--- src/rtl/fetch_unit_pkg.sv ---
// ----------------------------------------------------------------------------
// fetch_unit_pkg
//   Shared definitions for the fetch stage: NOP encoding, default reset PC,
//   the F->D register bundle, the fetch FSM state type and a word-align helper.
// ----------------------------------------------------------------------------
package fetch_unit_pkg;

    localparam logic [31:0] NOP_INSTR        = 32'h0000_0033;
    localparam logic [31:0] DEFAULT_RESET_PC = 32'h0000_0000;

    typedef struct packed {
        logic [31:0] pc;
        logic [31:0] instr;
        logic        nop;
    } fd_bundle_t;

    // A bubble in the FD register: decode ignores it.
    localparam fd_bundle_t FD_BUBBLE = '{pc: 32'h0, instr: NOP_INSTR, nop: 1'b1};

    typedef enum logic {
        ST_IDLE = 1'b0,   // nothing outstanding at instruction memory
        ST_WAIT = 1'b1    // one request outstanding
    } fetch_state_e;

    function automatic logic [31:0] align_word(input logic [31:0] addr);
        return addr & 32'hFFFF_FFFC;
    endfunction

endpackage

--- src/rtl/fetch_skid_buffer.sv ---
// ----------------------------------------------------------------------------
// fetch_skid_buffer
//   One-entry {pc, instr} holding register that catches an instruction word
//   returning while decode is stalled.
// Ports
//   clk_i, reset_ni     clock, asynchronous active-low reset
//   clear_i             drop the held entry (redirect); wins over push/pop
//   push_i              capture push_pc_i / push_instr_i
//   pop_i               entry consumed by the FD register
//   valid_o, pc_o, instr_o  held entry
// ----------------------------------------------------------------------------
module fetch_skid_buffer (
    input  logic        clk_i,
    input  logic        reset_ni,
    input  logic        clear_i,
    input  logic        push_i,
    input  logic [31:0] push_pc_i,
    input  logic [31:0] push_instr_i,
    input  logic        pop_i,
    output logic        valid_o,
    output logic [31:0] pc_o,
    output logic [31:0] instr_o
);

    logic        valid_q, valid_d;
    logic [31:0] pc_q, pc_d;
    logic [31:0] instr_q, instr_d;

    always_comb begin
        valid_d = valid_q;
        pc_d    = pc_q;
        instr_d = instr_q;
        if (clear_i) begin
            valid_d = 1'b0;
        end else if (push_i) begin
            // A push in the same cycle as a pop leaves the new word held.
            valid_d = 1'b1;
            pc_d    = push_pc_i;
            instr_d = push_instr_i;
        end else if (pop_i) begin
            valid_d = 1'b0;
        end
    end

    always_ff @(posedge clk_i or negedge reset_ni) begin
        if (!reset_ni) begin
            valid_q <= 1'b0;
            pc_q    <= '0;
            instr_q <= '0;
        end else begin
            valid_q <= valid_d;
            pc_q    <= pc_d;
            instr_q <= instr_d;
        end
    end

    assign valid_o = valid_q;
    assign pc_o    = pc_q;
    assign instr_o = instr_q;

endmodule

--- src/rtl/fetch_unit.sv ---
// ----------------------------------------------------------------------------
// fetch_unit
//   Instruction fetch stage of the 5-stage RV32 pipeline. Holds the PC, keeps
//   at most one request outstanding at instruction memory, buffers a word that
//   returns while decode is stalled and drives the F->D register. Redirects
//   come from execute (mispredict flush) and, at lower priority, from decode
//   (predicted taken control transfer).
// Ports
//   clk_i, reset_ni                     clock, asynchronous active-low reset
//   D_stall_i                           hold the FD register
//   E_flush_i, E_correctPC_i            execute redirect and its target
//   D_predictPC_i, D_PCprediction_i     decode redirect and its target
//   imem_req_o, imem_addr_o             request (always accepted), word address
//   imem_rvalid_i, imem_rdata_i         response to the outstanding request
//   FD_PC_o, FD_instr_o, FD_nop_o       F->D register
// ----------------------------------------------------------------------------
module fetch_unit
    import fetch_unit_pkg::*;
#(
    parameter logic [31:0] RESET_PC = DEFAULT_RESET_PC
) (
    input  logic        clk_i,
    input  logic        reset_ni,
    input  logic        D_stall_i,
    input  logic        E_flush_i,
    input  logic [31:0] E_correctPC_i,
    input  logic        D_predictPC_i,
    input  logic [31:0] D_PCprediction_i,
    output logic        imem_req_o,
    output logic [31:0] imem_addr_o,
    input  logic        imem_rvalid_i,
    input  logic [31:0] imem_rdata_i,
    output logic [31:0] FD_PC_o,
    output logic [31:0] FD_instr_o,
    output logic        FD_nop_o
);

    fetch_state_e state_q, state_d;
    logic [31:0]  pc_q, pc_d;
    logic [31:0]  pend_pc_q, pend_pc_d;
    logic         kill_q, kill_d;
    fd_bundle_t   fd_q, fd_d;

    logic         skid_valid;
    logic [31:0]  skid_pc;
    logic [31:0]  skid_instr;

    logic         rsp_live;       // response for the outstanding request
    logic         rsp_ok;         // ... and it is not stale
    logic         pred_take;
    logic         redirect;
    logic [31:0]  redir_target;
    logic         slot_free;      // memory can take a request this cycle
    logic         skid_push;
    logic         skid_pop;
    logic         skid_busy_next;
    logic         issue;
    logic [31:0]  fetch_addr;

    assign rsp_live     = (state_q == ST_WAIT) && imem_rvalid_i;
    assign rsp_ok       = rsp_live && !kill_q;

    // A stalled decode has not committed to its prediction yet; it is
    // re-presented in the cycle the instruction leaves FD.
    assign pred_take    = D_predictPC_i && !D_stall_i && !E_flush_i;
    assign redirect     = E_flush_i || pred_take;
    assign redir_target = align_word(E_flush_i ? E_correctPC_i : D_PCprediction_i);

    assign slot_free      = (state_q == ST_IDLE) || rsp_live;
    assign skid_push      = !redirect && D_stall_i && rsp_ok;
    assign skid_pop       = !redirect && !D_stall_i && skid_valid;
    assign skid_busy_next = !redirect && D_stall_i && (skid_valid || rsp_ok);

    // Never fetch ahead of a held word: at most one instruction buffered.
    assign issue      = slot_free && !skid_busy_next;
    assign fetch_addr = redirect ? redir_target : pc_q;

    // The request is combinational; gate it so nothing issues while in reset.
    assign imem_req_o  = issue && reset_ni;
    assign imem_addr_o = fetch_addr;

    always_comb begin
        state_d   = state_q;
        pc_d      = pc_q;
        pend_pc_d = pend_pc_q;
        kill_d    = kill_q;
        fd_d      = fd_q;

        // Any response ends the outstanding request; a stale one is dropped.
        if (rsp_live) begin
            state_d = ST_IDLE;
            kill_d  = 1'b0;
        end

        if (redirect) begin
            pc_d = redir_target;
            fd_d = FD_BUBBLE;
            // Request still in flight: mark it stale, reissue when it returns.
            if (!slot_free) begin
                kill_d = 1'b1;
            end
        end else if (!D_stall_i) begin
            if (skid_valid) begin
                fd_d = '{pc: skid_pc, instr: skid_instr, nop: 1'b0};
            end else if (rsp_ok) begin
                fd_d = '{pc: pend_pc_q, instr: imem_rdata_i, nop: 1'b0};
            end else begin
                fd_d = FD_BUBBLE;
            end
        end

        if (issue) begin
            state_d   = ST_WAIT;
            pc_d      = fetch_addr + 32'd4;
            pend_pc_d = fetch_addr;
            kill_d    = 1'b0;
        end
    end

    always_ff @(posedge clk_i or negedge reset_ni) begin
        if (!reset_ni) begin
            state_q   <= ST_IDLE;
            pc_q      <= align_word(RESET_PC);
            pend_pc_q <= '0;
            kill_q    <= 1'b0;
            fd_q      <= FD_BUBBLE;
        end else begin
            state_q   <= state_d;
            pc_q      <= pc_d;
            pend_pc_q <= pend_pc_d;
            kill_q    <= kill_d;
            fd_q      <= fd_d;
        end
    end

    fetch_skid_buffer u_skid (
        .clk_i        (clk_i),
        .reset_ni     (reset_ni),
        .clear_i      (redirect),
        .push_i       (skid_push),
        .push_pc_i    (pend_pc_q),
        .push_instr_i (imem_rdata_i),
        .pop_i        (skid_pop),
        .valid_o      (skid_valid),
        .pc_o         (skid_pc),
        .instr_o      (skid_instr)
    );

    assign FD_PC_o    = fd_q.pc;
    assign FD_instr_o = fd_q.instr;
    assign FD_nop_o   = fd_q.nop;

endmodule

--- config.mk ---
export PLATFORM = sky130hd
export DESIGN_NAME = fetch_unit
export DESIGN_NICKNAME = d
export VERILOG_FILES = /design/src/rtl/fetch_unit_pkg.sv /design/src/rtl/fetch_skid_buffer.sv /design/src/rtl/fetch_unit.sv
export SDC_FILE = /design/constraint.sdc
export NUM_CORES = 1
export LEC_CHECK = 0
export ABC_AREA = 1
export BUFFER_PORTS_ARGS = -buffer_cell sky130_fd_sc_hd__buf_2
export CORE_MARGIN = 4
export CORE_UTILIZATION = 30
export CTS_CLUSTER_DIAMETER = 100
export CTS_CLUSTER_SIZE = 8
export DETAILED_ROUTE_END_ITERATION = 6
export HOLD_SLACK_MARGIN = 0.06
export SYNTH_ARGS = -nofsm -noshare
export SYNTH_HDL_FRONTEND = slang
export SYNTH_SLANG_ARGS = --single-unit
--- constraint.sdc ---
create_clock -name clk_i -period 2.83 [get_ports clk_i]
set_clock_uncertainty 0.05 [all_clocks]
set_input_delay 0.1415 -clock clk_i [delete_from_list [all_inputs] [get_ports clk_i]]
set_output_delay 0.1415 -clock clk_i [all_outputs]
set_load 0.02 [all_outputs]
==> results of run 1 <==
-- state kept, by name, summed over array words and instances, names as in the netlist --
| register | flops |
|---|---|
| FD_PC_o | 32 |
| FD_instr_o | 32 |
| FD_nop_o | 1 |
| kill_q | 1 |
| pc_q | 32 |
| pend_pc_q | 32 |
| state_q | 1 |
| u_skid.instr_o | 32 |
| u_skid.pc_o | 32 |
| u_skid.valid_o | 1 |
-- worst max-delay path by stage --
stage | to | slack, ns
global route | imem_req_o | 0.13
floorplan | pc_q[18]$_DFF_PN0_ | 0.96
finish | imem_req_o | 0.38
CTS | imem_req_o | 0.20
detailed placement | pc_q[22]$_DFF_PN0_ | 0.45
global placement | pc_q[22]$_DFF_PN0_ | 0.50
-- critical path: cells and delay by family --
kind | cells | cell delay, ns
buffers and inverters | 5 | 1.30
and+or+nand+nor | 6 | 0.80
-- synthesized netlist by cell type (4+ instances only) --
master / count / area share, %
sky130_fd_sc_hd__buf_4: 7 / 0.54
sky130_fd_sc_hd__nand3_1: 40 / 2.1
sky130_fd_sc_hd__nor2_1: 80 / 3.1
sky130_fd_sc_hd__o21ai_0: 133 / 6.9
sky130_fd_sc_hd__nand3b_1: 9 / 0.70
sky130_fd_sc_hd__buf_2: 16 / 0.83
sky130_fd_sc_hd__nand2_1: 419 / 16
sky130_fd_sc_hd__a21oi_1: 66 / 3.4
sky130_fd_sc_hd__clkbuf_1: 41 / 1.6
sky130_fd_sc_hd__dfstp_2: 5 / 1.4
sky130_fd_sc_hd__mux2_2: 31 / 3.6
sky130_fd_sc_hd__nand2_2: 4 / 0.26
sky130_fd_sc_hd__o21ai_1: 11 / 0.57
sky130_fd_sc_hd__nor3_1: 32 / 1.7
sky130_fd_sc_hd__inv_2: 10 / 0.39
sky130_fd_sc_hd__nand4_1: 6 / 0.39
sky130_fd_sc_hd__nor2_2: 7 / 0.45
sky130_fd_sc_hd__dfrtp_1: 191 / 49
sky130_fd_sc_hd__inv_1: 114 / 4.4
sky130_fd_sc_hd__xor2_1: 9 / 0.81
-- per-layer routing --
metal  GRT usage [%]  share of wire (%)  vias up
met2            25.2                 45      231
met1            23.2                 50     4046
met3            3.35                5.1        8
li1                -                  -     4345
met4            2.32               0.44        2
met5               0              0.029        -
-- power by group --
part / internal, mW / switching [mW] / leakage, nW
registers: 3.20 / 0.194 / 2.48
logic: 0.532 / 0.918 / 3.44
clock network: 1.36 / 1.20 / 0.301
total: 5.08 / 2.32 / 6.22
-- kinds of logic after synthesis --
family                   after synthesis  synth area share, %
XOR/XNOR                              10                0.904
multiplexers                          32                 3.71
AND/OR/NAND/NOR                      603                 25.4
flip-flops                           196                 50.7
adder cells (fa/ha/maj)                1                0.129
buffers and inverters                192                 8.07
AO/OA/AOI/OAI                        213                 11.1
-- through the flow --
stage | hold WS (ns) | std cells | instance area, µm² | util (%) | worst slack [ns]
CTS | 0.0972 | 1865 | 12100 | 38.2 | 0.195
global route | 0.148 | 1865 | 12100 | 38.2 | 0.129
global placement | 0.192 | 1799 | 11200 | 35.2 | 0.502
detailed placement | 0.196 | 1799 | 11200 | 35.2 | 0.452
floorplan | -0.204 | 1247 | 9690 | - | 0.960
finish | 0.114 | 1865 | 12100 | 38.2 | 0.385
-- repair_timing --
item | in CTS | in global routing
setup endpoints to repair | 0 | 1
hold buffers | 34 | 0
endpoints found under the hold margin | 237 | 0
gates resized for setup | 0 | 1
-- final cells by class --
class | instances | area (µm²) | area share (%)
sequential | 196 | 4910 | 40.6
multi-input combinational | 859 | 4020 | 33.2
timing repair buffer | 252 | 1600 | 13.2
tap | 402 | 503 | 4.15
inverter | 124 | 465 | 3.84
clock buffer | 18 | 429 | 3.54
clock inverter | 14 | 183 | 1.51
==> flow_summary.toml, run 1 <==
[finish]
fraction_of_final_layout_cells_sized_beyond_drive_strength_1_pct = 21.8
area_growth_syn_to_layout_pct = 25.0
num-nets-final = 1553
layout.cells.most_common_list = "416 x sky130_fd_sc_hd__nand2_1, 194 x sky130_fd_sc_hd__buf_2, 190 x sky130_fd_sc_hd__dfrtp_1, 133 x sky130_fd_sc_hd__o21ai_0, 114 x sky130_fd_sc_hd__inv_1"
mostFrequentLayoutCell = "sky130_fd_sc_hd__nand2_1"
num_antenna_cells = 0
fill_cell_total_of_the_finished_layout = 3311

[global_routing]
grt_start_max_net_pins = 121
antenna_found_initial = 1
grt_first_pass_wirelength_mm = 45.9
grt_pass1_vias = 8558
globalRouteTotalUtil_pct = 15.9
globalRouteOverflowTotal = 0

[cts]
path_clk_slew_ns = 0.09
ctsRootBufferMaster = "sky130_fd_sc_hd__clkbuf_16"
worstSkewPairLatency_ns = 0.44
clock_tree.buffer_depth = 2
cts_setup_buffers = 0
cts_buffers = 17
clkSinkCount = 196
cts_htree_levels = 4
tritoncts_clock_tree = "done"

[pwr]
ir_worst_vdd_mv = 0.432
leakagePower_nw = 6.22
power.density_mw_per_mm2 = 611
power_mw = 7.40

[yosys]
post_synth.cell_area_avg_um2 = 7.77
synth_cell_type_count = 32
synth_ff_type = "sky130_fd_sc_hd__dfrtp_1"
syn-cell-area_mm2 = 0.00969
synth_seq_area_share_pct = 50.7
synth-seq-cells = 196
synth_edf_count = 0
synthesis.nets = 1350
synthesis.yosys.warnings = 0
number_of_standard_cells_after_synthesis = 1247
synth_async_sr_flop_share_pct = 100

[routing]
detailroute.via_count = 8632
post_drt_via_cell_ratio = 4.63
drc = 0
drt.antenna.violating_nets = 0
initial_drt_markers = 482
avgRoutedWirePerCell_um = 15.0
drt-pass1-iter-count = 5
wirelength_routed_mm = 28.1

[worst_setup_path]
regToRegEndpoint = "pc_q[19]$_DFF_PN0_"
cells_traversed_along_the_worst_timing_path = "dlygate4sd3_1, buf_2, nand2_1, inv_1, nand2_2, nand2_1, nand2_1, nand2_1, buf_6, nor2_1, buf_2"
critical_path.endpoint_type = "primary output"
arrival_ns = 2.25
biggest_cell_delay_along_the_critical_path_ns = 0.57
cpMostUsedCell = "sky130_fd_sc_hd__nand2_1"
timing.critical_path.from_type = "input pin"
worstPathMaxFanout = 51
rr_worst_depth = 12
worstReg2RegStart = "state_q$_DFFE_PN0P_"
critPathKind = "in -> out"
setup.reg_to_reg.worst_slack_ns = 0.56
timing.critical_path.from = "imem_rvalid_i"
required_ns = 2.64
critical_path.slowest_cell = "sky130_fd_sc_hd__dlygate4sd3_1"

[sta]
slew_worst_pin_ns = 1.02
period_needed_ns = 2.45
max_freq_mhz = 409
final_layout_setup_total_negative_slack_ns = 0
rsz_0062_raised_after_global_routing = "false"
fin_crit_sh_pct = 86.4
timing.final.setup_violations = 0
slew_headroom_pct = 32.0
timing_max_transition_violations_final = 0
hold_viol_final = 0

[outcome]
run_status = "finished clean"

[worst_hold_path]
holdCritStartpoint = "E_correctPC_i[11]"
worstHoldEndpoint = "pc_q[11]$_DFF_PN0_"
hold_wc_path_type = "in -> reg"
timing.hold.worst_path_depth = 6

[die]
dieArea_mm2 = 0.0352
design.portCount = 200
fp.dieW_um = 188
floorplan.core_area_mm2 = 0.0317
die_height_um = 188
start_util_pct = 30.6
floorplan.rows = 65

[job]
timing.max_cap.violations = 0

[place]
globalplace.congestion = 0.875
buffer_ports.inserted = 195
hpwlAfterDp_mm = 19.2
Note: power is estimated with default switching activity, not from simulation.
==> run 2, diff against run 1 <==
- CELL_PAD_IN_SITES_DETAIL_PLACEMENT: not set -> 1
- CELL_PAD_IN_SITES_GLOBAL_PLACEMENT: not set -> 2
- PLACE_DENSITY_LB_ADDON: not set -> 0.1
==> run 2 against run 1 <==
Against the previous run:
- global-route usage increased by 1.5 points
- worst hold slack improved by 0.017 ns
- setup slack improved by 0.14 ns
- clock-buffer cell count rose by 4
- register-to-register slack improved by 0.20 ns
- final area is 1.1% lower
- highest routed layer is now met4
- first-iteration DRC count shrank 24%
- critical path type is now reg -> out
==> flow_summary.toml, run 2 (synthesis gave the netlist of run 1 again) <==
[outcome]
run_status = "finished clean"

[worst_setup_path]
worstPathMaxFanout = 51
biggest_cell_delay_along_the_critical_path_ns = 0.44
worstReg2RegStart = "state_q$_DFFE_PN0P_"
critPathTopFamily = "buffers and inverters"
cpMostUsedCell = "sky130_fd_sc_hd__nand2_1"
regToRegEndpoint = "pc_q[19]$_DFF_PN0_"
crit_buf_inv = 3
required_ns = 2.64
critical_path.endpoint_type = "primary output"
critPathKind = "reg -> out"
worstSetupPathDepth = 9
critical_path.slowest_cell = "sky130_fd_sc_hd__buf_4"
setup.reg_to_reg.worst_slack_ns = 0.76
arrival_ns = 2.11
rr_worst_depth = 12
timing.critical_path.from_type = "flop"
timing.critical_path.from = "state_q$_DFFE_PN0P_"
cp-endpoint = "imem_req_o"
cells_traversed_along_the_worst_timing_path = "nand2_1, inv_1, nand2_2, nand2_1, nand2_1, nand2_1, buf_4, nor2_1, buf_2"

[finish]
fill_cell_total_of_the_finished_layout = 3890
flip_flop_and_latch_area_mm2 = 0.00491
area_growth_syn_to_layout_pct = 23.7
mostFrequentLayoutCell = "sky130_fd_sc_hd__nand2_1"
layout.cells.most_common_list = "416 x sky130_fd_sc_hd__nand2_1, 194 x sky130_fd_sc_hd__buf_2, 190 x sky130_fd_sc_hd__dfrtp_1, 133 x sky130_fd_sc_hd__o21ai_0, 114 x sky130_fd_sc_hd__inv_1"
num_antenna_cells = 0
multi_input_comb_area_mm2 = 0.00402
final_core_util_pct = 37.8
num-nets-final = 1554
layout.cells.non_filler = 1865
fraction_of_final_layout_cells_sized_beyond_drive_strength_1_pct = 21.5

[routing]
wirelength_routed_mm = 30.2
drt.antenna.violating_nets = 0
post_drt_via_cell_ratio = 4.59
avgRoutedWirePerCell_um = 16.2
drt-pass1-iter-count = 4
detailroute.via_count = 8563
drc = 0
initial_drt_markers = 366

[cts]
tritoncts_clock_tree = "done"
ctsRootBufferMaster = "sky130_fd_sc_hd__clkbuf_16"
clkSinkCount = 196
clock_tree.buffer_depth = 2
hold_buffers = 34
cts.repair.resized = 0
cts_buffers = 17
cts_setup_buffers = 0
cts_htree_levels = 4
worstSkewPairLatency_ns = 0.43
path_clk_slew_ns = 0.06

[die]
start_util_pct = 30.6
design.portCount = 200
dieArea_mm2 = 0.0352
floorplan.rows = 65
fp.dieW_um = 188
die_height_um = 188
floorplan.core_area_mm2 = 0.0317

[global_routing]
globalRouteOverflowTotal = 0
globalRouteTotalUtil_pct = 17.4
antenna_found_initial = 0
grt_first_pass_wirelength_mm = 49.7
grt_pass1_vias = 8993
grt_start_max_net_pins = 98

[pwr]
power.density_mw_per_mm2 = 594
leakagePower_nw = 6.15
ir_worst_vdd_mv = 0.437

[worst_hold_path]
hold_wc_path_type = "in -> reg"

[job]
timing.max_cap.violations = 0

[sta]
timing.final.setup_violations = 0
final_layout_setup_total_negative_slack_ns = 0
max_freq_mhz = 434
period_needed_ns = 2.31
hold_viol_final = 0
slew_headroom_pct = 26.6
worst_slack_ns = 0.524
timing_max_transition_violations_final = 0
fin_hold_ws_ns = 0.131
slew_worst_pin_ns = 1.10
fin_crit_sh_pct = 81.5
rsz_0062_raised_after_global_routing = "false"

[place]
buffer_ports.inserted = 195
globalplace.congestion = 0.769
hpwlAfterDp_mm = 21.5
dpl_worst_slack_ns = 0.377
place.detailed.instances = 1800
## run 2: changes by cell type in the layout (fill, tap and decap cells not counted), sizes merged
cell,delta
buf,+1
bufinv,-1
clkbuf,+4
clkinv,+1
clkinvlp,+4
inv,-9
## run 2: final cells by class
class / instances / area share, %
inverter: 124 / 3.88
sequential: 196 / 41.0
timing repair buffer: 253 / 13.0
tap: 402 / 4.20
multi-input combinational: 859 / 33.6
clock inverter: 9 / 0.699
clock buffer: 22 / 3.70
## run 2: metal layers
layer	GRT usage, %	wire length (µm)	part of all wire [%]	vias to the layer above
met1	25.4	15600	52	4020
met2	27.8	13500	45	179
met4	3.30	189	0.63	0
li1	-	-	-	4353
met3	2.59	893	3.0	11
met5	0	0	0	-
## run 2: worst min-delay path, stage by stage
cell and delay, ns:
sky130_fd_sc_hd__buf_2 0.17, sky130_fd_sc_hd__nor2_4 0.10, sky130_fd_sc_hd__nand2_1 0.09, sky130_fd_sc_hd__inv_1 0.05
## run 2: how the worst min path moves through the flow
| stage | endpoint | from | cells past startpoint |
|---|---|---|---|
| after floorplan | FD_PC_o[0]$_DFFE_PN0P_ | reset_ni | 0 |
| after global placement | FD_instr_o[23]$_DFFE_PN0P_ | reset_ni | 1 |
| after detailed placement | FD_instr_o[23]$_DFFE_PN0P_ | reset_ni | 1 |
| after CTS | u_skid.valid_o$_DFFE_PN0P_ | E_flush_i | 4 |
| after global routing | u_skid.valid_o$_DFFE_PN0P_ | E_flush_i | 4 |
| final | u_skid.valid_o$_DFFE_PN0P_ | E_flush_i | 4 |
## run 2: power breakdown
group | internal [mW] | switching [mW] | leakage [nW]
sequential | 3.20 | 0.188 | 2.48
combinational | 0.525 | 0.932 | 3.42
clock | 1.21 | 1.06 | 0.246
## run 2: metrics by stage
stage / instance area [µm²] / power [mW]
after floorplan: 9690 / 4.32
after global placement: 11100 / 4.86
after detailed placement: 11100 / 4.90
after CTS: 12000 / 7.25
after global routing: 12000 / 7.59
final: 12000 / 7.12
